<file path="src/rtl/st7735_fill_sequencer.sv">
// -----------------------------------------------------------------------------
// st7735_fill_sequencer
//
// Rectangle-fill sequencer for an ST7735 panel. Once LCD_READY is high, a
// single-cycle START latches a window (X0,Y0)-(X1,Y1) and an RGB565 colour,
// then streams CASET / RASET / RAMWR command bytes followed by the pixel
// bytes to the SPI byte transmitter over a valid/ready handshake.
//
// Ports:
//   SYSTEM_CLK     system clock
//   SYSTEM_RST_N   asynchronous active-low reset
//   LCD_READY      panel init complete; falling while BUSY aborts the fill
//   START          single-cycle fill request (sampled only in IDLE)
//   X0/Y0/X1/Y1    inclusive window corners
//   COLOR          RGB565 fill colour
//   BUSY           fill in progress
//   DONE           one-cycle pulse on successful completion
//   ERR            one-cycle pulse on a rejected or aborted request
//   TX_BYTE/TX_DC  byte to send and its D/C flag (0 = command, 1 = data)
//   TX_VALID       TX_BYTE/TX_DC valid
//   TX_READY       SPI engine accepts the byte this cycle
//
// Build option:
//   ST7735_FILL_OFFSET_EN  when defined, CASET/RASET coordinates are sent with
//                          X_OFFSET/Y_OFFSET added (carry in the high byte).
// -----------------------------------------------------------------------------
module st7735_fill_sequencer #(
    parameter int unsigned LCD_WIDTH  = 128,
    parameter int unsigned LCD_HEIGHT = 160,
    parameter int unsigned X_OFFSET   = 2,
    parameter int unsigned Y_OFFSET   = 1
) (
    input  logic        SYSTEM_CLK,
    input  logic        SYSTEM_RST_N,
    input  logic        LCD_READY,
    input  logic        START,
    input  logic [7:0]  X0,
    input  logic [7:0]  Y0,
    input  logic [7:0]  X1,
    input  logic [7:0]  Y1,
    input  logic [15:0] COLOR,
    output logic        BUSY,
    output logic        DONE,
    output logic        ERR,
    output logic [7:0]  TX_BYTE,
    output logic        TX_DC,
    output logic        TX_VALID,
    input  logic        TX_READY
);

`ifdef ST7735_FILL_OFFSET_EN
    localparam logic OFS_EN = 1'b1;
`else
    localparam logic OFS_EN = 1'b0;
`endif

    // With the offset feature disabled the offsets collapse to zero, so the
    // carry (high byte) is always 0x00 and the low byte is the raw coordinate.
    localparam logic [7:0] X_OFS = OFS_EN ? 8'(X_OFFSET) : 8'h00;
    localparam logic [7:0] Y_OFS = OFS_EN ? 8'(Y_OFFSET) : 8'h00;
    localparam logic [8:0] W_LIM = 9'(LCD_WIDTH);
    localparam logic [8:0] H_LIM = 9'(LCD_HEIGHT);

    typedef enum logic [2:0] {
        S_IDLE,
        S_CASET,
        S_RASET,
        S_RAMWR,
        S_PIXEL,
        S_FINISH,
        S_ERROR
    } state_t;

    state_t      state_q, state_d;
    logic [2:0]  idx_q, idx_d;      // byte index inside CASET/RASET, hi/lo phase in PIXEL
    logic [14:0] pix_q, pix_d;      // pixels remaining after the current one
    logic        abort_q, abort_d;  // LCD_READY fell; finish the held byte then error out
    logic [7:0]  x0_q, x0_d, y0_q, y0_d, x1_q, x1_d, y1_q, y1_d;
    logic [15:0] color_q, color_d;

    logic        tx_active;
    logic        accept;
    logic        req_bad;
    logic [14:0] req_w, req_h;
    logic [8:0]  xs_sum, xe_sum, ys_sum, ye_sum;

    assign tx_active = (state_q == S_CASET) || (state_q == S_RASET) ||
                       (state_q == S_RAMWR) || (state_q == S_PIXEL);
    assign accept    = tx_active && TX_READY;

    assign req_bad = (X0 > X1) || (Y0 > Y1) ||
                     ({1'b0, X1} >= W_LIM) || ({1'b0, Y1} >= H_LIM);
    assign req_w   = 15'(X1) - 15'(X0) + 15'd1;
    assign req_h   = 15'(Y1) - 15'(Y0) + 15'd1;

    assign xs_sum = {1'b0, x0_q} + {1'b0, X_OFS};
    assign xe_sum = {1'b0, x1_q} + {1'b0, X_OFS};
    assign ys_sum = {1'b0, y0_q} + {1'b0, Y_OFS};
    assign ye_sum = {1'b0, y1_q} + {1'b0, Y_OFS};

    // State and datapath registers
    always_ff @(posedge SYSTEM_CLK or negedge SYSTEM_RST_N) begin
        if (!SYSTEM_RST_N) begin
            state_q <= S_IDLE;
            idx_q   <= '0;
            pix_q   <= '0;
            abort_q <= 1'b0;
            x0_q    <= '0;
            y0_q    <= '0;
            x1_q    <= '0;
            y1_q    <= '0;
            color_q <= '0;
        end else begin
            state_q <= state_d;
            idx_q   <= idx_d;
            pix_q   <= pix_d;
            abort_q <= abort_d;
            x0_q    <= x0_d;
            y0_q    <= y0_d;
            x1_q    <= x1_d;
            y1_q    <= y1_d;
            color_q <= color_d;
        end
    end

    // Next-state logic
    always_comb begin
        state_d = state_q;
        idx_d   = idx_q;
        pix_d   = pix_q;
        abort_d = abort_q;
        x0_d    = x0_q;
        y0_d    = y0_q;
        x1_d    = x1_q;
        y1_d    = y1_q;
        color_d = color_q;

        case (state_q)
            S_IDLE: begin
                abort_d = 1'b0;
                if (START) begin
                    if (!LCD_READY || req_bad) begin
                        state_d = S_ERROR;
                    end else begin
                        state_d = S_CASET;
                        idx_d   = '0;
                        x0_d    = X0;
                        y0_d    = Y0;
                        x1_d    = X1;
                        y1_d    = Y1;
                        color_d = COLOR;
                        pix_d   = req_w * req_h - 15'd1;
                    end
                end
            end
            S_CASET: begin
                if (accept) begin
                    if (idx_q == 3'd4) begin
                        idx_d   = '0;
                        state_d = S_RASET;
                    end else begin
                        idx_d = idx_q + 3'd1;
                    end
                end
            end
            S_RASET: begin
                if (accept) begin
                    if (idx_q == 3'd4) begin
                        idx_d   = '0;
                        state_d = S_RAMWR;
                    end else begin
                        idx_d = idx_q + 3'd1;
                    end
                end
            end
            S_RAMWR: begin
                if (accept) begin
                    idx_d   = '0;
                    state_d = S_PIXEL;
                end
            end
            S_PIXEL: begin
                if (accept) begin
                    if (!idx_q[0]) begin
                        idx_d = 3'd1;
                    end else begin
                        idx_d = '0;
                        if (pix_q == '0) begin
                            state_d = S_FINISH;
                        end else begin
                            pix_d = pix_q - 15'd1;
                        end
                    end
                end
            end
            S_FINISH: state_d = S_IDLE;
            S_ERROR:  state_d = S_IDLE;
            default:  state_d = S_IDLE;
        endcase

        // Abort overrides normal sequencing: the presented byte is never
        // withdrawn, so wait for its acceptance and only then report the error.
        if (tx_active && (!LCD_READY || abort_q)) begin
            if (accept) begin
                state_d = S_ERROR;
                abort_d = 1'b0;
            end else begin
                abort_d = 1'b1;
            end
        end
    end

    // Output logic
    always_comb begin
        BUSY     = 1'b0;
        DONE     = 1'b0;
        ERR      = 1'b0;
        TX_VALID = 1'b0;
        TX_BYTE  = 8'h00;
        TX_DC    = 1'b0;

        case (state_q)
            S_CASET: begin
                BUSY     = 1'b1;
                TX_VALID = 1'b1;
                TX_DC    = (idx_q != 3'd0);
                case (idx_q)
                    3'd0:    TX_BYTE = 8'h2A;
                    3'd1:    TX_BYTE = {7'b0, xs_sum[8]};
                    3'd2:    TX_BYTE = xs_sum[7:0];
                    3'd3:    TX_BYTE = {7'b0, xe_sum[8]};
                    default: TX_BYTE = xe_sum[7:0];
                endcase
            end
            S_RASET: begin
                BUSY     = 1'b1;
                TX_VALID = 1'b1;
                TX_DC    = (idx_q != 3'd0);
                case (idx_q)
                    3'd0:    TX_BYTE = 8'h2B;
                    3'd1:    TX_BYTE = {7'b0, ys_sum[8]};
                    3'd2:    TX_BYTE = ys_sum[7:0];
                    3'd3:    TX_BYTE = {7'b0, ye_sum[8]};
                    default: TX_BYTE = ye_sum[7:0];
                endcase
            end
            S_RAMWR: begin
                BUSY     = 1'b1;
                TX_VALID = 1'b1;
                TX_BYTE  = 8'h2C;
            end
            S_PIXEL: begin
                BUSY     = 1'b1;
                TX_VALID = 1'b1;
                TX_DC    = 1'b1;
                TX_BYTE  = idx_q[0] ? color_q[7:0] : color_q[15:8];
            end
            S_FINISH: DONE = 1'b1;
            S_ERROR:  ERR  = 1'b1;
            default: ;
        endcase
    end

endmodule

</file>
<file path="config.mk">
export PLATFORM = sky130hd
export DESIGN_NAME = st7735_fill_sequencer
export DESIGN_NICKNAME = d
export VERILOG_FILES = /design/src/rtl/st7735_fill_sequencer.sv
export SDC_FILE = /design/constraint.sdc
export NUM_CORES = 1
export LEC_CHECK = 0
export CAP_MARGIN = 10
export CORE_ASPECT_RATIO = 0.9
export CORE_MARGIN = 5
export CORE_UTILIZATION = 60
export DETAILED_ROUTE_END_ITERATION = 8
export GPL_ROUTABILITY_DRIVEN = 0
export GPL_TIMING_DRIVEN = 1
export PLACE_DENSITY = 0.82
export SETUP_SLACK_MARGIN = 0.02
export SLEW_MARGIN = 20
export SYNTH_ARGS = -nofsm -noshare
export SYNTH_HDL_FRONTEND = slang
export SYNTH_SLANG_ARGS = --single-unit
</file>
<file path="constraint.sdc">
create_clock -name SYSTEM_CLK -period 5.8 [get_ports SYSTEM_CLK]
set_input_delay 0.87 -clock SYSTEM_CLK [delete_from_list [all_inputs] [get_ports SYSTEM_CLK]]
set_output_delay 0.87 -clock SYSTEM_CLK [all_outputs]
set_load 0.1 [all_outputs]
</file>
== Word level (Yosys, flattened, before mapping) ==
Index checks and enable logic that the tools add are counted.
Widths: inputs -> output; s select.
Cells by class
  add/subtract/negate cells: 7
  multiply operators: 1
  order comparisons: 4
  equality and inequality tests: 17
  mux-type cells: 38
  bitwise operators: 1
  reduce and logical (&&, ||, !) cells: 24
Operator list (count)
  $mux 15: 5
  $mux 3: 18
  $pmux 8 s3: 2
  $pmux 8 s4: 1
  $pmux 15 s2: 1
  $sub 15x1->15 const B: 2
  $add 9x2->10 const B: 2
  $sub 8x8->9: 2
  $ge 8x8->1 const B: 2
  $gt 8x8->1: 2
  $logic_not 15->1: 1
  $mul 10x10->15: 1
  $pmux 3 s5: 1
  $eq 3x2->1 const B: 4
  $eq 3x3->1 const B: 4
  $ne 2x2->1 const B: 6
  $pmux 3 s4: 1
  $reduce_and 6->1: 2
  $logic_or 1x1->1: 8
  $mux 8: 1
  $mux 1: 7
  $eq 3x1->1 const B: 2
  $logic_not 3->1: 2
  $reduce_bool 2->1: 2
  other kinds (11): 13
Word-level totals
  flip-flop bits (word level): 70
  input bits: 53
  output and inout bits: 13
  word-level logic and storage cells: 101

== Longest topological paths before layout ==
  word-level depth: 10
  depth in mapped cells: 29
  depth with buffers taken out: 29

== Worst setup path after synthesis ==
OpenSTA, ideal clock, no wires.
  kind: input to register
  from: in X1[0]
  to: reg pix_q[13]
  setup time: 143 ps
  arrival: 7258 ps
  required time: 5657 ps
  path slack: -1601 ps
  stages on the path: 25
  path buffers: 0
  cell sequence: inv_1 -> ha_1 -> inv_1 -> fa_1 -> a21oi_1 -> a2bb2oi_1 -> nand2b_1 -> a22o_1 -> or3_1 -> xor2_1 -> nand2_1 -> fa_1 -> inv_1 -> fa_1 -> fa_1 -> fa_1 -> inv_1 -> fa_1 -> inv_1 -> ha_1 -> and4_1 -> a2111oi_0 -> o21ai_0 -> xnor2_1 -> o221ai_1
On the way
  cells in the longest elaborated chain, start to end: 7
  elaborated cells on any way between the ends: 15
  classes of those cells: add/sub: 3; mul: 1; order compare: 2; eq/ne: 1; mux: 3; reduce/logical: 5
RTL lines
  from (decl): RTL line 39  | input logic [7:0] X1,
  $sub 8x8->9 / $gt 8x8->1 (equally long branches): RTL line 93, 91
  $add 9x2->10 / $logic_or 1x1->1 (equally long branches): RTL line 93, 91
  $mul 10x10->15 / $logic_or 1x1->1 (equally long branches): RTL line 152, 91
  $sub 15x1->15 / $logic_or 1x1->1 (equally long branches): RTL line 152, 92
  $mux 15 / $logic_or 1x1->1 (equally long branches): RTL line 142  | if (!LCD_READY || req_bad) begin
  $mux 15 / $ne 2x2->1 (equally long branches)
  $pmux 15 s2 / $reduce_and 6->1 (equally long branches)
  to (signal assigned): RTL line 116  | pix_q <= pix_d;
  to (decl): RTL line 76  | logic [14:0] pix_q, pix_d;
Several ways; a longest one is shown, not always the timed one. The select of a mux whose other input is x is not followed.
A chain may end at the register's enable or synchronous reset.

== Worst setup path after layout ==
  from: in Y1[0]
  to: reg pix_q[14]
On the way
  cells in the longest elaborated chain, start to end: 7
  elaborated cells on any way between the ends: 15
  classes of those cells: add/sub: 3; mul: 1; order compare: 2; eq/ne: 1; mux: 3; reduce/logical: 5
RTL lines
  from (decl): RTL line 40  | input logic [7:0] Y1,
  $sub 8x8->9 / $gt 8x8->1 (equally long branches): RTL line 94, 91
  $add 9x2->10 / $logic_or 1x1->1 (equally long branches): RTL line 94, 91
  $mul 10x10->15 / $logic_or 1x1->1 (equally long branches): RTL line 152, 91
  $sub 15x1->15 / $logic_or 1x1->1 (equally long branches): RTL line 152, 92
  $mux 15 / $logic_or 1x1->1 (equally long branches): RTL line 142
  $mux 15 / $ne 2x2->1 (equally long branches)
  $pmux 15 s2 / $reduce_and 6->1 (equally long branches)
Several ways; a longest one is shown, not always the timed one. The select of a mux whose other input is x is not followed.

==> results.md <==
- PortBufs: 65
- Final period utilization: 119%
- Primary FF master, synth: dfrtp_1
- Share of layout cells above drive strength 1: roughly a third
- Mapped Cells: 865
- Vias per cell: ~6.4
- Htree depth: 3
- Min Tclk post-route: 6.91 ns
- Max FO, Critical Path: 3
- Post-synth EDFFs: 0
- Nets: ~1300
- Initial antenna violation count: 0
- Synth area leaders: dfrtp_1 (22%), fa_1 (18%), ha_1 (10%)
- Die height: 119 um
- FP Rows: 39
- Largest net degree at the start of global routing: slightly above 70
- CP Data Required Time: around 6.0 ns
- Fill count: 538
- Max-cap violations: 0
- Setup CP Type: primary input to flop
- Clock skew: about 0.011 ns
- DRC: 0
- Routed wire per std cell: between 20 and 25 um
- Total track usage: between 30% and 40%
- Top cells by count, synth: inv_1 (152), nand2_1 (83), fa_1 (72)
- Crit end category: flop
- First-pass GRT wire length: between 40 and 50 mm
- Final Util: between 80% and 90%
- Violated checks: negative setup slack
- Layout area overhead: 42.1%
- Vias in the first global route: between 8000 and 9000
- Most common cell on crit path: fa_1
- Critical-path top delay cell: fa_1
- Worst-margin pin slew: ~1.0 ns
- Router iterations before antenna repair: 5
- Starting DRT DRC Count: between 800 and 900
- Max Slew Vio Count: 0
- Die ar.: around 16000 um2
- Crit path launch type: primary input
- Sequential element share of the synthesized area: between 20 and 25%
- Clock Tree Root: clkbuf_16
- Mean Syn Cell Area: roughly 9 um2
- Setup TNS Final: -7.87 ns
- Num ports: 66
- Yosys warning total: 0
- Most common cell in the netlist: inv_1
- Place WS: -1.72 ns
- Max stage delay on crit path: ~0.52 ns
- Hold Path Class: flop to flop
- Clock Tree Buf Depth: 2
- Dpl hpwl: 16.2 mm
- Status: finished, violations left
- Worst skew pair latency: 0.35 ns
- CTS sink cnt: 70
- Max-slew headroom: between 20 and 30%
- Synth unique cells: 80
- Mapped Area: 7870 um2
- Setup ws final: -1.11 ns
- Core box area: approximately 13000 um2
- Ys async rst share: 100%
- Arr. time, crit path: 7.12 ns
- Num CTS Buffers: 9
- Global route overflow: 0
- Final ANT Viol Nets: 0
- Final Hold Vio Count: 0
- CTS tree: built
- Syn_nets: 1054
- Final setup vio count: 10
- Via count: around 8000
- Initial core utilization: between 60 and 70%
- #FFs+latches synth: 70
- Max Freq: 145 MHz
- Clock slew at reported path FFs: about 0.07 ns
- Hold_buf cts: 0
- Total Wirelength: between 30 and 40 mm
- RSZ-0062 raised after global routing: yes
- Chip width: roughly 130 um
- Post-synth top area cell: dfrtp_1
- Top cell type's share of synthesized area: ~22%
## metal layers
| metal | wire length (um) | vias up | GRT usage [%] | share of wire (%) |
|---|---|---|---|---|
| met5 | 0 | - | 0 | 0 |
| met4 | 2590 | 0 | 18.8 | 8.6 |
| met3 | 2640 | 242 | 8.03 | 8.8 |
| met2 | 14700 | 631 | 57.7 | 49 |
| met1 | 10100 | 3883 | 39.1 | 34 |
| li1 | - | 3324 | - | - |
## logic make-up (layout without fill, tap and decap cells)
logic type,Yosys count,after routing,share of synthesized area (%)
DFF,70,70,22.2
AOI/OAI and AO/OA,159,159,13.4
buffers and inverters,178,419,8.90
muxes,42,42,5.90
and+or+nand+nor,228,228,14.3
other,0,1,0
xor gates and xnor gates,50,50,6.53
adders and majority gates,138,138,28.7
## path summary, 6_finish.rpt
path                               from  slack [ns]        end  cells after the start
setup / recovery                  Y1[0]       -1.11  pix_q[14]                     27
hold / removal                  x0_q[3]        0.50    x0_q[3]                      2
setup reg to reg               pix_q[0]        1.80   pix_q[0]                     11
hold reg to reg                 x0_q[3]        0.50    x0_q[3]                      2
max in group asynchronous  SYSTEM_RST_N        4.41    y0_q[7]                      2
min in group asynchronous  SYSTEM_RST_N        0.74   pix_q[8]                      2
## worst max-delay path, delay by kind of cell
family | cells | cell delay (ns)
adders and majority gates | 7 | 2.71
xor gates and xnor gates | 8 | 1.67
AOI/OAI and AO/OA | 4 | 0.89
buffers and inverters | 6 | 0.56
and+or+nand+nor | 2 | 0.39
## cells in the final DEF, fill, tap and decap left out, types with 5 or more instances in the layout
| master | count |
|---|---|
| nor3_1 | 9 |
| ha_1 | 41 |
| nand2_1 | 75 |
| ha_4 | 22 |
| fa_1 | 65 |
| clkbuf_16 | 9 |
| dlygate4sd2_1 | 15 |
| fa_2 | 7 |
| o21ai_1 | 14 |
| inv_2 | 26 |
| a22oi_1 | 16 |
| and2_4 | 7 |
| mux2i_1 | 7 |
| clkdlybuf4s50_1 | 35 |
| xnor2_2 | 10 |
| mux2_2 | 30 |
| a21oi_1 | 24 |
| mux2_1 | 5 |
| inv_1 | 124 |
| and2_1 | 22 |
| nor2_1 | 41 |
| buf_6 | 27 |
| o221ai_1 | 6 |
| a21oi_2 | 5 |
| xnor2_4 | 5 |
| buf_4 | 163 |
| o22a_1 | 6 |
| dfrtp_1 | 70 |
| nand4_1 | 5 |
| nand3_1 | 9 |
| xnor2_1 | 22 |
| o22ai_1 | 5 |
| nand2_2 | 9 |
| a21o_1 | 7 |
| o21ai_0 | 33 |
## flip-flops by register name, summed over array words and instances, names as in the netlist
register and count:
color_q 16, idx_q 3, abort_q 1, y1_q 8, y0_q 8, pix_q 15, x0_q 8, x1_q 8
state_q 3
## stage by stage
stage / hold WS, ns / cells / area, um2
floorplan: 0.451 / 865 / 8110
global placement: 0.465 / 1193 / 9760
detailed placement: 0.474 / 1193 / 9760
CTS: 0.495 / 1242 / 10700
global route: 0.523 / 1270 / 11200
finish: 0.502 / 1271 / 11200
## timing repair
action	in CTS	in global routing
setup buffers	33	30
resized for setup	135	54
endpoints found under the setup margin	11	10
pin swaps	73	57
## area by class of cell
cell class	instances	area, um2	share of cell area [%]
Sequential cell	70	1750	15.7
Clock buffer	9	225	2.01
Multi-Input combinational cell	617	6240	55.7
Tap cell	164	205	1.83
Clock inverter	7	55.1	0.492
Antenna cell	1	2.50	0.0224
Timing Repair Buffer	249	2110	18.9
Inverter	154	599	5.36
Power is left out: the tool's default activity adds up to more than one toggle a clock period on the data nets, which glitch-free logic cannot reach.
